<file path="config.mk">
export PLATFORM = sky130hd
export DESIGN_NAME = arbitro_rr_c_flat
export DESIGN_NICKNAME = d
export VERILOG_FILES = /design/src/rtl/arbitro_rr_c_if.sv /design/src/rtl/arbitro_rr_c.sv /design/src/flat_wrapper.sv
export SDC_FILE = /design/constraint.sdc
export NUM_CORES = 1
export LEC_CHECK = 0
export CORE_MARGIN = 2
export CORE_UTILIZATION = 41
export DETAILED_ROUTE_END_ITERATION = 16
export GPL_TIMING_DRIVEN = 0
export HOLD_SLACK_MARGIN = 0.05
export MAX_ROUTING_LAYER = met4
export PLACE_DENSITY = 0.88
export REMOVE_ABC_BUFFERS = 1
export SETUP_SLACK_MARGIN = 0.15
export SLEW_MARGIN = 20
export SYNTH_ARGS = -nofsm -noshare
export SYNTH_HDL_FRONTEND = slang
export SYNTH_SLANG_ARGS = --single-unit
</file>
<file path="constraint.sdc">
create_clock -name clk -period 3.3 [get_ports clk]
set_input_delay 0.66 -clock clk [delete_from_list [all_inputs] [get_ports clk]]
set_output_delay 0.66 -clock clk [all_outputs]
set_load 0.02 [all_outputs]
</file>
<file path="src/rtl/arbitro_rr_c_if.sv">
// Handshake bundle between the round-robin arbiter, its NF source FIFOs and the
// shared destination FIFO. The master side is the arbiter.
interface arbitro_rr_c_if #(
    parameter int NF = 4,
    parameter int DW = 8
) ();
    logic [NF-1:0]    fifo_empty;
    logic [NF-1:0]    valid_in;
    logic [NF*DW-1:0] data_in;
    logic             dest_almost_full;
    logic [NF:0]      error_in;
    logic [NF-1:0]    pop;
    logic             push_out;
    logic [DW-1:0]    data_out;

    modport master (
        input  fifo_empty, valid_in, data_in, dest_almost_full, error_in,
        output pop, push_out, data_out
    );

    modport slave (
        output fifo_empty, valid_in, data_in, dest_almost_full, error_in,
        input  pop, push_out, data_out
    );
endinterface

</file>
<file path="src/rtl/arbitro_rr_c.sv">
// Round-robin pop scheduler: pops at most one of NF source FIFOs per cycle and
// forwards the returned word as a push into one shared destination FIFO.
module arbitro_rr_c #(
    parameter int         NF      = 4,
    parameter int         DW      = 8,
    parameter logic [3:0] UAF_DEF = 4'd6,
    parameter logic [3:0] UAE_DEF = 4'd2
) (
    input  logic           clk,
    input  logic           reset,
    input  logic           init,
    input  logic [3:0]     umbral_af_in,
    input  logic [3:0]     umbral_ae_in,
    arbitro_rr_c_if.master bus,
    output logic [3:0]     umbral_almost_full,
    output logic [3:0]     umbral_almost_empty,
    output logic [4:0]     estado,
    output logic           idle,
    output logic           error_out
);
    localparam int PW = $clog2(NF);

    typedef enum logic [4:0] {
        S_RESET  = 5'b00001,
        S_INIT   = 5'b00010,
        S_IDLE   = 5'b00100,
        S_ACTIVE = 5'b01000,
        S_ERROR  = 5'b10000
    } state_t;

    state_t        state, state_nxt;
    logic [PW-1:0] ptr, ptr_nxt;
    logic [PW:0]   cand, cand_p1;
    logic [NF-1:0] pop_c;
    logic          grant;
    logic          multi_valid;
    logic [DW-1:0] fwd_data;
    logic          push_q;
    logic [DW-1:0] data_q;

    // Grant search. Pops are withheld while reset is low so that nothing
    // popped during reset can reach the destination afterwards.
    always_comb begin
        // NOTE: every combinational output gets a default first, so no path
        // leaves it unassigned and no latch is inferred.
        grant   = 1'b0;
        pop_c   = '0;
        ptr_nxt = ptr;
        cand    = '0;
        cand_p1 = '0;
        if (state == S_ACTIVE && !bus.dest_almost_full && reset) begin
            for (int k = 0; k < NF; k++) begin
                cand = {1'b0, ptr} + (PW+1)'(k);
                if (cand >= (PW+1)'(NF)) cand = cand - (PW+1)'(NF);
                if (!grant && !bus.fifo_empty[cand[PW-1:0]]) begin
                    grant   = 1'b1;
                    pop_c   = NF'(1) << cand[PW-1:0];
                    cand_p1 = cand + (PW+1)'(1);
                    ptr_nxt = (cand_p1 == (PW+1)'(NF)) ? '0 : cand_p1[PW-1:0];
                end
            end
        end
    end

    // Lowest-index valid source wins the forwarding slot.
    always_comb begin
        fwd_data = '0;
        for (int i = NF - 1; i >= 0; i--) begin
            if (bus.valid_in[i]) fwd_data = bus.data_in[i*DW +: DW];
        end
    end

    assign multi_valid = (bus.valid_in & (bus.valid_in - NF'(1))) != '0;

    always_comb begin
        state_nxt = state;
        case (state)
            S_RESET:  state_nxt = S_INIT;
            S_INIT:   if (!init) state_nxt = S_IDLE;
            S_IDLE:   if (!(&bus.fifo_empty) && !bus.dest_almost_full) state_nxt = S_ACTIVE;
            S_ACTIVE: if (&bus.fifo_empty) state_nxt = S_IDLE;
            S_ERROR:  state_nxt = S_ERROR;
            default:  state_nxt = S_RESET;
        endcase
        // A reported error or a double-valid protocol violation overrides everything.
        if (state != S_RESET && ((|bus.error_in) || multi_valid)) state_nxt = S_ERROR;
    end

    always_ff @(posedge clk) begin
        // NOTE: registered state uses non-blocking assignments so every flop
        // samples the pre-edge values regardless of statement order.
        if (!reset) begin
            state               <= S_RESET;
            ptr                 <= '0;
            push_q              <= 1'b0;
            data_q              <= '0;
            umbral_almost_full  <= UAF_DEF;
            umbral_almost_empty <= UAE_DEF;
        end else begin
            state <= state_nxt;
            if (grant) ptr <= ptr_nxt;
            if (state == S_INIT && init) begin
                umbral_almost_full  <= umbral_af_in;
                umbral_almost_empty <= umbral_ae_in;
            end
            // Gate on the next state so push_out is low for every ERROR cycle.
            if (state_nxt == S_ERROR) begin
                push_q <= 1'b0;
            end else begin
                push_q <= |bus.valid_in;
                if (|bus.valid_in) data_q <= fwd_data;
            end
        end
    end

    assign bus.pop      = pop_c;
    assign bus.push_out = push_q;
    assign bus.data_out = data_q;
    assign estado       = state;
    assign idle         = (state == S_IDLE);
    assign error_out    = (state == S_ERROR);
endmodule
</file>
<file path="src/flat_wrapper.sv">
// flat-port wrapper written by rule: the top's interface ports become plain ports
module arbitro_rr_c_flat 
#(
    parameter int         NF      = 4,
    parameter int         DW      = 8,
    parameter logic [3:0] UAF_DEF = 4'd6,
    parameter logic [3:0] UAE_DEF = 4'd2
)
  (clk, reset, init, umbral_af_in, umbral_ae_in, umbral_almost_full, umbral_almost_empty, estado, idle, error_out, bus_fifo_empty, bus_valid_in, bus_data_in, bus_dest_almost_full, bus_error_in, bus_pop, bus_push_out, bus_data_out);
  arbitro_rr_c_if #(.NF(NF), .DW(DW)) bus_i ();
  input  logic clk;
  input  logic reset;
  input  logic init;
  input  logic [3:0] umbral_af_in;
  input  logic [3:0] umbral_ae_in;
  output logic [3:0] umbral_almost_full;
  output logic [3:0] umbral_almost_empty;
  output logic [4:0] estado;
  output logic idle;
  output logic error_out;
  input wire logic [$bits(bus_i.fifo_empty)-1:0] bus_fifo_empty;
  input wire logic [$bits(bus_i.valid_in)-1:0] bus_valid_in;
  input wire logic [$bits(bus_i.data_in)-1:0] bus_data_in;
  input wire logic [$bits(bus_i.dest_almost_full)-1:0] bus_dest_almost_full;
  input wire logic [$bits(bus_i.error_in)-1:0] bus_error_in;
  output wire logic [$bits(bus_i.pop)-1:0] bus_pop;
  output wire logic [$bits(bus_i.push_out)-1:0] bus_push_out;
  output wire logic [$bits(bus_i.data_out)-1:0] bus_data_out;
  assign bus_i.fifo_empty = bus_fifo_empty;
  assign bus_i.valid_in = bus_valid_in;
  assign bus_i.data_in = bus_data_in;
  assign bus_i.dest_almost_full = bus_dest_almost_full;
  assign bus_i.error_in = bus_error_in;
  assign bus_pop = bus_i.pop;
  assign bus_push_out = bus_i.push_out;
  assign bus_data_out = bus_i.data_out;
  arbitro_rr_c #(.NF(NF), .DW(DW), .UAF_DEF(UAF_DEF), .UAE_DEF(UAE_DEF)) u_core (.clk(clk), .reset(reset), .init(init), .umbral_af_in(umbral_af_in), .umbral_ae_in(umbral_ae_in), .bus(bus_i), .umbral_almost_full(umbral_almost_full), .umbral_almost_empty(umbral_almost_empty), .estado(estado), .idle(idle), .error_out(error_out));
endmodule
</file>
==> impl_results.md <==
- Status: completed
- HP Class: register to register
- First-pass GRT wire length: 9180 µm
- Unrepaired setup endpoints after global routing: false
- Initial antenna violation count: 0
- Max FO, Critical Path: 5
- Total GRT Usage: roughly a quarter
- Post-Syn Area: 1760 µm²
- H-tree levels: 1
- Hold Slack: ~0.48 ns
- Final Cycle Share: 93.9%
- Clock transition at path regs: 0.08 ns
- GP Congestion: 0.861
- Avg Inst Size Synth: 8.46 µm²
- Vias in the first global route: 1,909
- Hold path depth: 2
- Ports: 85
- Number of antenna diodes: 0
- Tot Pwr: 0.751 mW
- Most frequent cells in the layout: clkdlybuf4s50_1 (75), dfxtp_1 (22), a21oi_1 (16), nor2_1 (15), o21ai_0 (13)
- Final Hold Viols: 0
- R2R Path Start: u_core.ptr[1]
- Worst setup SP type: register
- Number of synthesized flops with an enable pin: 0
- Layout overhead on the synthesized area: 57.3%
- Cell Pwr Density: about 270 nW/µm²
- Met1 Track Usage GR: 28.0%
- TritonCTS Buffers: 3
- Max_cap viols: 0
- Clock Path Buffers: 2
- Fillers: 350
- Total gr overflow: 0
- FF-to-FF path depth: 7
- Post-synth cell types: 46
- Initial DRC count: 127
- Via count: 2,013
- Mapped Cells: 208
- Antenna-violating nets left: 0
- Worst Hold Path EP: u_core.bus.data_out[0]
- Clock sink total: 24
- Final setup fails: 0
- Area of the core: 4060 µm²
- CTS tree: done
- CP Data Arrival Time: 2.44 ns
- Die height: 69.5 µm
- Clock latency on the worst-skew pair: 0.26 ns
- Reg2reg end: u_core.ptr[0]
- FF-to-FF setup slack: 1.02 ns
- Max Slew Vio Count: 0
- Crit. End Element: output pin
- Met3 Usage GRT: 7.41%
- Commonest non-fill, non-tap cell in the layout: clkdlybuf4s50_1
- Yosys reg bits: 24
- Die area: 4830 µm²
- Worst endpoint required time: 2.64 ns
- Routed WL per cell: roughly 17 µm
- Rel. slew slack: 45.1%
- TritonRoute pass-1 iters: 4
- Final HPWL DP: 3900 µm
- Final min period: 3.10 ns
- Share of layout cells above drive strength 1: 12.2%
- Slew of the pin with the lowest slew margin: about 0.82 ns
- Die Wd: 69.5 µm
- Initial Utilization: 43.4%
- Lkg Pwr: 1.04 nW
- WL final: around 5700 µm
- Clock Skew: 0.00226 ns
- Final nets: 361
- Post-synth top flop: dfxtp_1
- Clock root buffer: clkbuf_8
- Async SR Flop Fraction: 0%
- GR Layer Usage met2: 39.5%
- Top Usage Layer GRT: met2
- Max Fclk: 323 MHz
- Placement Rows: 23
- IO Port Bufs: between 80 and 90
- Post-CTS Hold Fix Bufs: 0
- Sequential area share after synthesis: ~27%
- WS Path Type: register to output pin
- DRC Markers: 0
- Vias/cell: slightly below 6
- Largest net degree at the start of global routing: 26
- Worst VDD drop: between 0.0002 and 0.00025 V
- Hold Startpoint: u_core.bus.data_out[0]
- Yosys warnings: 0
where the power goes:
group	switching (mW)	internal (mW)	total, mW
sequential	0.0137	0.305	0.319
combinational	0.121	0.140	0.261
clock	0.0890	0.0817	0.171
total	0.224	0.527	0.751
kinds of logic (layout without fill, tap and decap cells):
group / count (synthesis) / in the layout / synth area share [%]
multiplexers: 17 / 18 / 12.7
AND/OR/NAND/NOR: 69 / 69 / 22.6
flip-flops: 24 / 24 / 27.3
adder cells (fa/ha/maj): 7 / 7 / 4.98
AO/OA/AOI/OAI: 73 / 73 / 26.7
XOR/XNOR: 1 / 1 / 0.498
buffers and inverters: 17 / 103 / 5.19
how the worst max path moves through the flow:
stage | from | endpoint | slack [ns] | cells past startpoint
finish | u_core.ptr[1] | bus_pop[3] | 0.20 | 9
global route | u_core.ptr[1] | bus_pop[3] | 0.15 | 9
global placement | u_core.ptr[0] | bus_pop[1] | -0.54 | 8
detailed placement | u_core.ptr[0] | bus_pop[0] | -0.58 | 8
floorplan | u_core.ptr[0] | bus_pop[1] | 0.14 | 7
CTS | u_core.ptr[1] | bus_pop[0] | 0.15 | 8
per-layer routing:
layer	share of wire, %	wire [µm]	vias up
met5	0	0	-
met4	1.7	100	0
met3	11	642	12
met2	48	2720	129
met1	39	2250	913
li1	-	-	959
sequential cells by signal, summed over array words and instances, names as in the netlist:
name and cells:
u_core.bus.data_out 8, u_core.bus.push_out 1, u_core.estado 5, u_core.ptr 2, u_core.umbral_almost_empty 4, u_core.umbral_almost_full 4
critical path, stage by stage (launching register included):
cell	delay, ns
dfxtp_4	0.38
inv_1	0.10
ha_4	0.33
mux4_2	0.58
buf_4	0.17
nand3b_1	0.07
a31oi_1	0.08
a21oi_1	0.14
nor2_1	0.07
clkdlybuf4s15_2	0.26
area by class of cell:
class	count	area, µm²	area share, %
Clock buffer	3	41.3	1.49
Inverter	4	18.8	0.678
Multi-Input combinational cell	168	1220	44.2
Sequential cell	24	488	17.6
Tap cell	50	62.6	2.26
Timing Repair Buffer	96	933	33.7
stage by stage:
stage / util [%] / instance area [µm²] / std cells / worst slack [ns] / TNS [ns]
2_1_floorplan: - / 1680 / 195 / 0.141 / 0
3_3_place_gp: 63.7 / 2590 / 329 / -0.538 / -2.12
3_5_place_dp: 63.7 / 2590 / 329 / -0.584 / -2.30
4_1_cts: 67.4 / 2740 / 340 / 0.148 / 0
5_1_grt: 68.2 / 2770 / 345 / 0.148 / 0
6_report: 68.2 / 2770 / 345 / 0.201 / 0
synthesized netlist by cell type (all sizes together), types with 2 or more instances:
cell type / number / share of area, %
a21boi: 8 / 3.4
a21oi: 16 / 4.6
a22oi: 8 / 3.4
a31oi: 6 / 2.1
buf: 5 / 2.6
clkbuf: 8 / 1.8
dfxtp: 24 / 27
ha: 7 / 5.0
inv: 4 / 0.85
mux2: 2 / 1.3
mux2i: 11 / 6.3
mux4: 4 / 5.1
nand2: 8 / 1.7
nand2b: 7 / 2.5
nand3: 9 / 2.6
nand3b: 5 / 2.1
nor2: 15 / 3.2
nor2b: 9 / 3.6
nor3: 5 / 1.4
o211ai: 3 / 1.3
o21a: 2 / 0.85
o21ai: 15 / 4.3
o22ai: 9 / 3.2
timing repair:
action,4_1_cts,5_1_grt
setup endpoints to repair,4,4
cloned,1,0
setup buffers,7,5
hold endpoints to repair,0,0
resized for setup,23,4
pin swaps,0,1
(Power assumes the default switching activity.)
